--- config.mk ---
export PLATFORM = sky130hd
export DESIGN_NAME = mem_access_unit
export DESIGN_NICKNAME = d
export VERILOG_FILES = /design/src/rtl/mem_stage_pkg.sv /design/src/rtl/mem_wb_reg.sv /design/src/rtl/mem_access_unit.sv
export SDC_FILE = /design/constraint.sdc
export NUM_CORES = 1
export LEC_CHECK = 0
export BUFFER_PORTS_ARGS = -buffer_cell sky130_fd_sc_hd__buf_2
export CORE_MARGIN = 4
export CORE_UTILIZATION = 51
export CTS_BUF_LIST = sky130_fd_sc_hd__clkbuf_4 sky130_fd_sc_hd__clkbuf_8 sky130_fd_sc_hd__clkbuf_16
export DETAILED_ROUTE_END_ITERATION = 16
export PLACE_DENSITY = 0.8
export SYNTH_ARGS = -nofsm -noshare
export SYNTH_HDL_FRONTEND = slang
export SYNTH_HIERARCHICAL = 1
export SYNTH_SLANG_ARGS = --single-unit
--- constraint.sdc ---
create_clock -name clk_i -period 2.27 [get_ports clk_i]
set_clock_uncertainty 0.15 [all_clocks]
set_input_delay 0.1135 -clock clk_i [delete_from_list [all_inputs] [get_ports clk_i]]
set_output_delay 0.1135 -clock clk_i [all_outputs]
set_load 0.02 [all_outputs]
--- src/rtl/mem_stage_pkg.sv ---
// Shared types and widths for the memory pipeline stage.
package mem_stage_pkg;
    localparam int XLEN            = 32;
    localparam int REG_ADDR_W      = 5;
    localparam int DEFAULT_TIMEOUT = 64;

    typedef enum logic [1:0] {
        ST_IDLE,
        ST_WAIT,
        ST_DONE
    } mem_state_t;
endpackage

--- src/rtl/mem_wb_reg.sv ---
// MEM/WB pipeline register; a bubble clears the control bits and holds the data.
module mem_wb_reg
    import mem_stage_pkg::*;
#(
    parameter int W = XLEN
) (
    input  logic                  clk_i,
    input  logic                  rst_i,
    input  logic                  bubble_i,
    input  logic                  reg_write_i,
    input  logic                  mem_to_reg_i,
    input  logic [W-1:0]          read_data_i,
    input  logic [W-1:0]          alu_result_i,
    input  logic [REG_ADDR_W-1:0] rd_addr_i,
    output logic                  reg_write_o,
    output logic                  mem_to_reg_o,
    output logic [W-1:0]          read_data_o,
    output logic [W-1:0]          alu_result_o,
    output logic [REG_ADDR_W-1:0] rd_addr_o
);

    always_ff @(posedge clk_i or negedge rst_i) begin
        if (!rst_i) begin
            reg_write_o  <= 1'b0;
            mem_to_reg_o <= 1'b0;
            read_data_o  <= '0;
            alu_result_o <= '0;
            rd_addr_o    <= '0;
        end else if (bubble_i) begin
            reg_write_o  <= 1'b0;
            mem_to_reg_o <= 1'b0;
        end else begin
            reg_write_o  <= reg_write_i;
            mem_to_reg_o <= mem_to_reg_i;
            read_data_o  <= read_data_i;
            alu_result_o <= alu_result_i;
            rd_addr_o    <= rd_addr_i;
        end
    end

endmodule

--- src/rtl/mem_access_unit.sv ---
// Memory stage: drives a multi-cycle data-memory handshake, stalls the front of
// the pipeline while an access is outstanding, and aborts on a dead memory.
module mem_access_unit
    import mem_stage_pkg::*;
#(
    parameter int ADDR_W  = XLEN,
    parameter int TIMEOUT = DEFAULT_TIMEOUT
) (
    input  logic                  clk_i,
    input  logic                  rst_i,
    input  logic                  RegWrite_i,
    input  logic                  MemtoReg_i,
    input  logic                  Memory_write_i,
    input  logic                  Memory_read_i,
    input  logic [ADDR_W-1:0]     Data1_i,
    input  logic [ADDR_W-1:0]     mux7_output_data_i,
    input  logic [REG_ADDR_W-1:0] RDaddr_i,
    output logic                  stall_o,
    output logic                  mem_req_o,
    output logic                  mem_we_o,
    output logic [ADDR_W-1:0]     mem_addr_o,
    output logic [ADDR_W-1:0]     mem_wdata_o,
    input  logic                  mem_ack_i,
    input  logic [ADDR_W-1:0]     mem_rdata_i,
    output logic                  RegWrite_o,
    output logic                  MemtoReg_o,
    output logic [ADDR_W-1:0]     ReadData_o,
    output logic [ADDR_W-1:0]     ALUResult_o,
    output logic [REG_ADDR_W-1:0] RDaddr_o,
    output logic                  err_o
);

    localparam int CNT_W = (TIMEOUT > 2) ? $clog2(TIMEOUT) : 1;

    mem_state_t        state_q, state_d;
    logic [CNT_W-1:0]  cnt_q;
    logic [ADDR_W-1:0] rbuf_q;
    logic [ADDR_W-1:0] wb_read_data;
    logic              access;
    logic              timeout_hit;

    assign access      = Memory_read_i | Memory_write_i;
    assign timeout_hit = (cnt_q == CNT_W'(TIMEOUT - 1));

    // Gated by reset so an aborted access releases the pipeline immediately.
    assign stall_o = rst_i & (((state_q == ST_IDLE) & access) | (state_q == ST_WAIT));

    // A finished access hands over the buffered load data; otherwise pass through.
    assign wb_read_data = (state_q == ST_DONE) ? rbuf_q : mem_rdata_i;

    always_ff @(posedge clk_i or negedge rst_i) begin
        if (!rst_i) state_q <= ST_IDLE;
        else        state_q <= state_d;
    end

    always_comb begin
        state_d = state_q;
        case (state_q)
            ST_IDLE: if (access) state_d = ST_WAIT;
            ST_WAIT: if (mem_ack_i || timeout_hit) state_d = ST_DONE;
            ST_DONE: state_d = ST_IDLE;
            default: state_d = ST_IDLE;
        endcase
    end

    always_ff @(posedge clk_i or negedge rst_i) begin
        if (!rst_i) begin
            mem_req_o   <= 1'b0;
            mem_we_o    <= 1'b0;
            mem_addr_o  <= '0;
            mem_wdata_o <= '0;
            cnt_q       <= '0;
            rbuf_q      <= '0;
            err_o       <= 1'b0;
        end else begin
            case (state_q)
                ST_IDLE: begin
                    if (access) begin
                        mem_req_o   <= 1'b1;
                        mem_we_o    <= Memory_write_i;
                        mem_addr_o  <= Data1_i;
                        mem_wdata_o <= mux7_output_data_i;
                        cnt_q       <= '0;
                    end
                end
                ST_WAIT: begin
                    if (mem_ack_i) begin
                        mem_req_o <= 1'b0;
                        rbuf_q    <= mem_rdata_i;
                    end else if (timeout_hit) begin
                        mem_req_o <= 1'b0;
                        rbuf_q    <= '0;
                        err_o     <= 1'b1;
                    end else begin
                        cnt_q <= cnt_q + 1'b1;
                    end
                end
                default: ;
            endcase
        end
    end

    mem_wb_reg #(.W(ADDR_W)) u_mem_wb (
        .clk_i        (clk_i),
        .rst_i        (rst_i),
        .bubble_i     (stall_o),
        .reg_write_i  (RegWrite_i),
        .mem_to_reg_i (MemtoReg_i),
        .read_data_i  (wb_read_data),
        .alu_result_i (Data1_i),
        .rd_addr_i    (RDaddr_i),
        .reg_write_o  (RegWrite_o),
        .mem_to_reg_o (MemtoReg_o),
        .read_data_o  (ReadData_o),
        .alu_result_o (ALUResult_o),
        .rd_addr_o    (RDaddr_o)
    );

endmodule

## Word level (Yosys, flattened, before mapping)

Cells that the tools add are included.

| cells by class | value |
|---|---|
| reductions and logical operators | 10 |
| multiplexer cells | 16 |
| add/sub/neg operators | 1 |
| $mul | 0 |
| shift-type cells | 0 |
| bitwise logic cells | 5 |
| divide/modulo/power cells | 0 |
| magnitude comparators | 0 |
| equal/unequal tests | 8 |

Operators by type and width:

| operator | count |
|---|---|
| $mux 32 | 3 |
| $mux 6 | 3 |
| $pmux 6 s2 | 1 |
| $add 6x1->6 const B | 1 |
| $eq 6x6->1 const B | 1 |
| $ne 2x2->1 const B | 3 |
| $reduce_and 2->1 | 3 |
| $reduce_and 3->1 | 2 |
| $mux 1 | 5 |
| $mux 2 | 2 |
| $pmux 2 s2 | 1 |
| $reduce_and 4->1 | 1 |
| $reduce_bool 2->1 | 2 |
| $ne 3x3->1 const B | 1 |
| $and 1x1->1 | 2 |
| $eq 2x1->1 const B | 1 |
| $eq 2x2->1 const B | 1 |
| $logic_not 2->1 | 1 |
| $ne 2x1->1 const B | 1 |
| $or 1x1->1 | 2 |
| $pmux 1 s2 | 1 |
| $logic_or 1x1->1 | 1 |
| $not 1->1 | 1 |

| word-level totals | value |
|---|---|
| register bits after elaboration | 178 |
| bits in latches | 0 |
| memories | 0 |
| memory bits (writable) | 0 |
| memory bits (read-only) | 0 |
| output and inout bits | 139 |
| input port bits | 108 |

## Longest topological paths before layout

| depth | value |
|---|---|
| depth in word-level cells | 5 |
| depth in mapped cells | 7 |

## Hierarchy

The synthesis kept the hierarchy.

By module, submodules not included:

| module | times used | area each (µm²) | cells each |
|---|---|---|---|
| mem_access_unit | 1 | 4,564.4 | 432 |
| mem_wb_reg | 1 | 2,967.8 | 150 |

## Worst setup path after synthesis

No wires, ideal clock.

| timing path | value |
|---|---|
| path kind | reg-to-reg |
| from | register state_q[0] |
| to | register u_mem_wb.read_data_o[21] |
| library setup time | 0.125 ns |
| cell stages (with the launch flop) | 8 |
| path slack | -0.275 ns |
| data arrival time | 2.270 ns |
| data required time | 1.995 ns |
| cells stage by stage | dfrtp_1 > nor2_1 > o21ai_2 > buf_2 > a21boi_0 > buf_6 > buf_8 > mux2_4 |

| on the way | value |
|---|---|
| longest elaborated chain between the ends | 4 |
| elaborated cells on any way between the ends | 7 |
| classes of those cells | 2 x eq/ne; 1 x mux; 3 x bitwise; 1 x reduce/logical |

Ends and longest elaborated chain:

| element | line | RTL |
|---|---|---|
| start: declaration | mem_access_unit.sv:35 | `mem_state_t state_q, state_d;` |
| start signal: assignment | mem_access_unit.sv:53 | `else state_q <= state_d;` |
| $logic_not 2->1 | mem_access_unit.sv:46 | `assign stall_o = rst_i & (((state_q == ST_IDLE) & access) \| (state_q == ST_WAIT));` |
| $and 1x1->1 | mem_access_unit.sv:46 |  |
| $or 1x1->1 (*) | mem_access_unit.sv:46 |  |
| $and 1x1->1 (*) | mem_access_unit.sv:46 |  |
| via stall_o | mem_access_unit.sv:18 | `output logic stall_o,` |
| end signal: assignment | mem_wb_reg.sv:35 | `read_data_o <= read_data_i;` |
| end: declaration | mem_wb_reg.sv:17 | `output logic [W-1:0] read_data_o,` |

Mark *: on every way through the listed nets, which the timed path passes. The rest lies on a longest branch.
A chain may end at the register's enable or synchronous reset.

## Worst setup path in the final report

| timing path | value |
|---|---|
| from | register state_q[0] |
| to | output stall_o |

| on the way | value |
|---|---|
| longest elaborated chain between the ends | 4 |
| elaborated cells on any way between the ends | 5 |
| classes of those cells | 1 x eq/ne; 3 x bitwise; 1 x reduce/logical |

Ends and longest elaborated chain:

| element | line |
|---|---|
| $logic_not 2->1 | mem_access_unit.sv:46 |
| $and 1x1->1 | mem_access_unit.sv:46 |
| $or 1x1->1 (*) | mem_access_unit.sv:46 |
| $and 1x1->1 (*) | mem_access_unit.sv:46 |
| end: declaration | mem_access_unit.sv:18 |

Mark *: on every way between the ends. The rest lies on a longest branch, timed or not.

==> results by group <==
Setup path
  • Crit path from: state_q[0]
  • Worst setup EP type: primary output
  • CP Class: reg -> out
  • Crit-path max FO: 15
  • Reg2Reg Capture Point: u_mem_wb/read_data_o[21]
  • Crit path DAT: 1.85 ns
  • CP required: 2.01 ns
  • Startpoint types: register
  • Flop-to-flop setup slack: 0.26 ns
  • Worst reg2reg path depth: 5
  • Reg-to-Reg Start: state_q[0]

CTS
  • H-tree depth: 4
  • Worst-Skew Late Latency: 0.43 ns
  • Clock transition at the registers of the reported paths: 0.07 ns
  • Setup Buffers After CTS: 0
  • CTS tree: built
  • Root Driver: clkbuf_16
  • Clk sinks: 178
  • Clock buffer count from CTS: 17
  • Max Root-Sink Buffers: 2

Global route
  • Largest net degree at the start of global routing: 69
  • Vias in the first global route: 6230
  • First-pass GRT wire length: 31900 um
  • Total GRT Usage: 0.244
  • Gr ovfl total: 0
  • Initial antenna violation count: 0

Logic synthesis
  • Post-Synthesis Cells: 582
  • Post-Synth Simple-Gate Area: 0.114
  • Sequential cell area fraction in the yosys report: 0.591
  • Largest family of logic cells by synthesized area: multiplexers
  • Mux cell area share after synthesis: 0.186
  • Mean post-synth cell area: 12.9 um2
  • Post-synthesis cell area: 7530 um2
  • Seq cells post-synth: 178
  • Synth Area in Compound Gates: 0.0537
  • Yosys warns: 6
  • Synth Area in XOR/XNOR: 0.00116
  • Post-Synth Adder-Cell Area: 0.00166
  • Unique masters post-synth: 35
  • Syn_nets: 691

Pwr
  • Pwr dens: 1380 nW/um2
  • Pleak: 0.00544 uW
  • Total power: 14500 uW
  • Worst vdd ir: 0.950 mV

STA
  • Max-slew violations: 0
  • Rel. slew slack: 0.509
  • Fin Setup TNS: 0 ns
  • Crit path time final: 2.11 ns
  • RSZ-0062 raised after global routing: false
  • Final Hold Viols: 0
  • Final Setup Violations: 0
  • Fmax: 474 MHz
  • Tightest Pin Transition: 0.736 ns
  • Crit share post-route: 0.929
  • Setup ws final: 0.161 ns

Placed design
  • Pre-CTS WS: 0.155 ns
  • Post-detailed-placement half-perimeter wirelength: 11800 um
  • Port buffer count: 246
  • Placed Cells: 990
  • Gpl congestion: 0.772

Floorplan
  • Starting Density: 0.520
  • Die height: 130 um
  • Cell row count: 44
  • I/O pin count: 247
  • Die X-Extent: 130 um
  • CORE AREA: 14500 um2
  • Die ar.: 16800 um2

Cells and area
  • Finished Layout Cells: 1130
  • Area growth syn-to-layout: 39.7%
  • Final Util: 0.727
  • Layout Nets: 1042
  • Ant. Diodes: 0
  • Share of cells above drive strength 1: 0.423
  • Most frequent cells in the layout: buf_2 (245), nand2_1 (195), dfrtp_1 (178)
  • Most common cell after layout, fill and taps aside: buf_2

Route
  • DR vias/cell: 5.16
  • Average wire per standard cell: 18.0 um
  • # DRC: 0
  • DRT Wirelength: 20300 um
  • DR vias: 5826
  • DRT Pass-1 Iters: 5
  • Drt first-iter violations: 336
  • DRT antenna net count: 0

Outcome
  • Status: complete, no violations

Run
  • Max Cap Viol: 0

Hold path
  • Worst hold path class: in -> async
==> area by class of cell <==
type / instances / area (um2)
Fill cell: 889 / 3960
Multi-Input combinational cell: 367 / 2710
Sequential cell: 178 / 4450
Timing Repair Buffer: 365 / 2480
Tap cell: 184 / 230
Clock buffer: 18 / 439
Clock inverter: 14 / 191
Inverter: 4 / 15.0
==> logic make-up after synthesis <==
group           count (synthesis)
simple gates                  215
flops                         178
mux                           102
compound gates                 48
buf+inv                        37
xor+xnor                        1
fa+ha+maj                       1
==> worst max-delay path by stage <==
stage,end,slack [ns]
2_1_floorplan,u_mem_wb/read_data_o[21],0.1
3_3_place_gp,u_mem_wb/read_data_o[29],0.25
3_5_place_dp,u_mem_wb/read_data_o[29],0.16
4_1_cts,stall_o,0.03
5_1_grt,stall_o,0.06
6_report,stall_o,0.16
==> metal layers <==
layer  vias to the layer above  share of wire  global-route usage
li1                       2641              -                   -
met1                      2858           0.41               0.310
met2                       284           0.49               0.393
met3                        43          0.078              0.0730
met4                         0          0.023               0.102
met5                         -              0                   0
==> stage by stage <==
| step | cell area (um2) | hold slack, ns |
|---|---|---|
| final | 10500 | 0.157 |
| after detailed placement | 8790 | 0.0147 |
| after global placement | 8790 | 0.0121 |
| after global routing | 10500 | 0.175 |
| after CTS | 10500 | 0.132 |
| after floorplan | 7540 | -0.332 |
==> critical path: stages (launching register included) <==
cell and delay, ns:
dfrtp_1 0.45, nor2_4 0.19, o21ai_4 0.09, a21boi_4 0.29, buf_12 0.22, buf_2 0.19
==> sequential cells by signal (all words and copies together) (netlist names) <==
signal / cells
cnt_q: 6
err_o: 1
mem_addr_o: 32
mem_req_o: 1
mem_wdata_o: 32
mem_we_o: 1
rbuf_q: 32
state_q: 2
u_mem_wb/alu_result_o: 32
u_mem_wb/mem_to_reg_o: 1
u_mem_wb/rd_addr_o: 5
u_mem_wb/read_data_o: 32
u_mem_wb/reg_write_o: 1
==> cell usage after synthesis, drive strengths merged <==
| cell type | number | area [um2] |
|---|---|---|
| mux2 | 101 | 1390 |
| dfrtp | 178 | 4450 |
| nor3b | 1 | 7.51 |
| mux2i | 1 | 10.0 |
| clkbuf | 5 | 20.0 |
| xor2 | 1 | 8.76 |
| o2bb2ai | 3 | 26.3 |
| a21boi | 1 | 7.51 |
| inv | 4 | 15.0 |
| ha | 1 | 12.5 |
| buf | 28 | 359 |
| o21ai | 6 | 48.8 |
| nor3 | 2 | 10.0 |
| nand3 | 6 | 35.0 |
| nor2 | 4 | 22.5 |
| a21oi | 2 | 10.0 |
| and2 | 2 | 15.0 |
| nand2b | 1 | 6.26 |
| a21o | 1 | 7.51 |
| nor2b | 4 | 27.5 |
| o21a | 2 | 15.0 |
| a22o | 33 | 289 |
| nand2 | 195 | 732 |
==> where the power goes <==
group / internal, uW / switching, uW / leakage (uW)
clock network: 1800 / 1290 / 0.000297
logic: 2540 / 3510 / 0.00298
registers: 4520 / 807 / 0.00216
total: 8860 / 5610 / 0.00544
==> repair_timing <==
action,4_1_cts,5_1_grt
pin swaps,0,0
hold buffers,107,0
endpoints found under the hold margin,231,0
cloned,0,1
endpoints found under the setup margin,1,1
resized for setup,1,1
(Power assumes the default switching activity.)
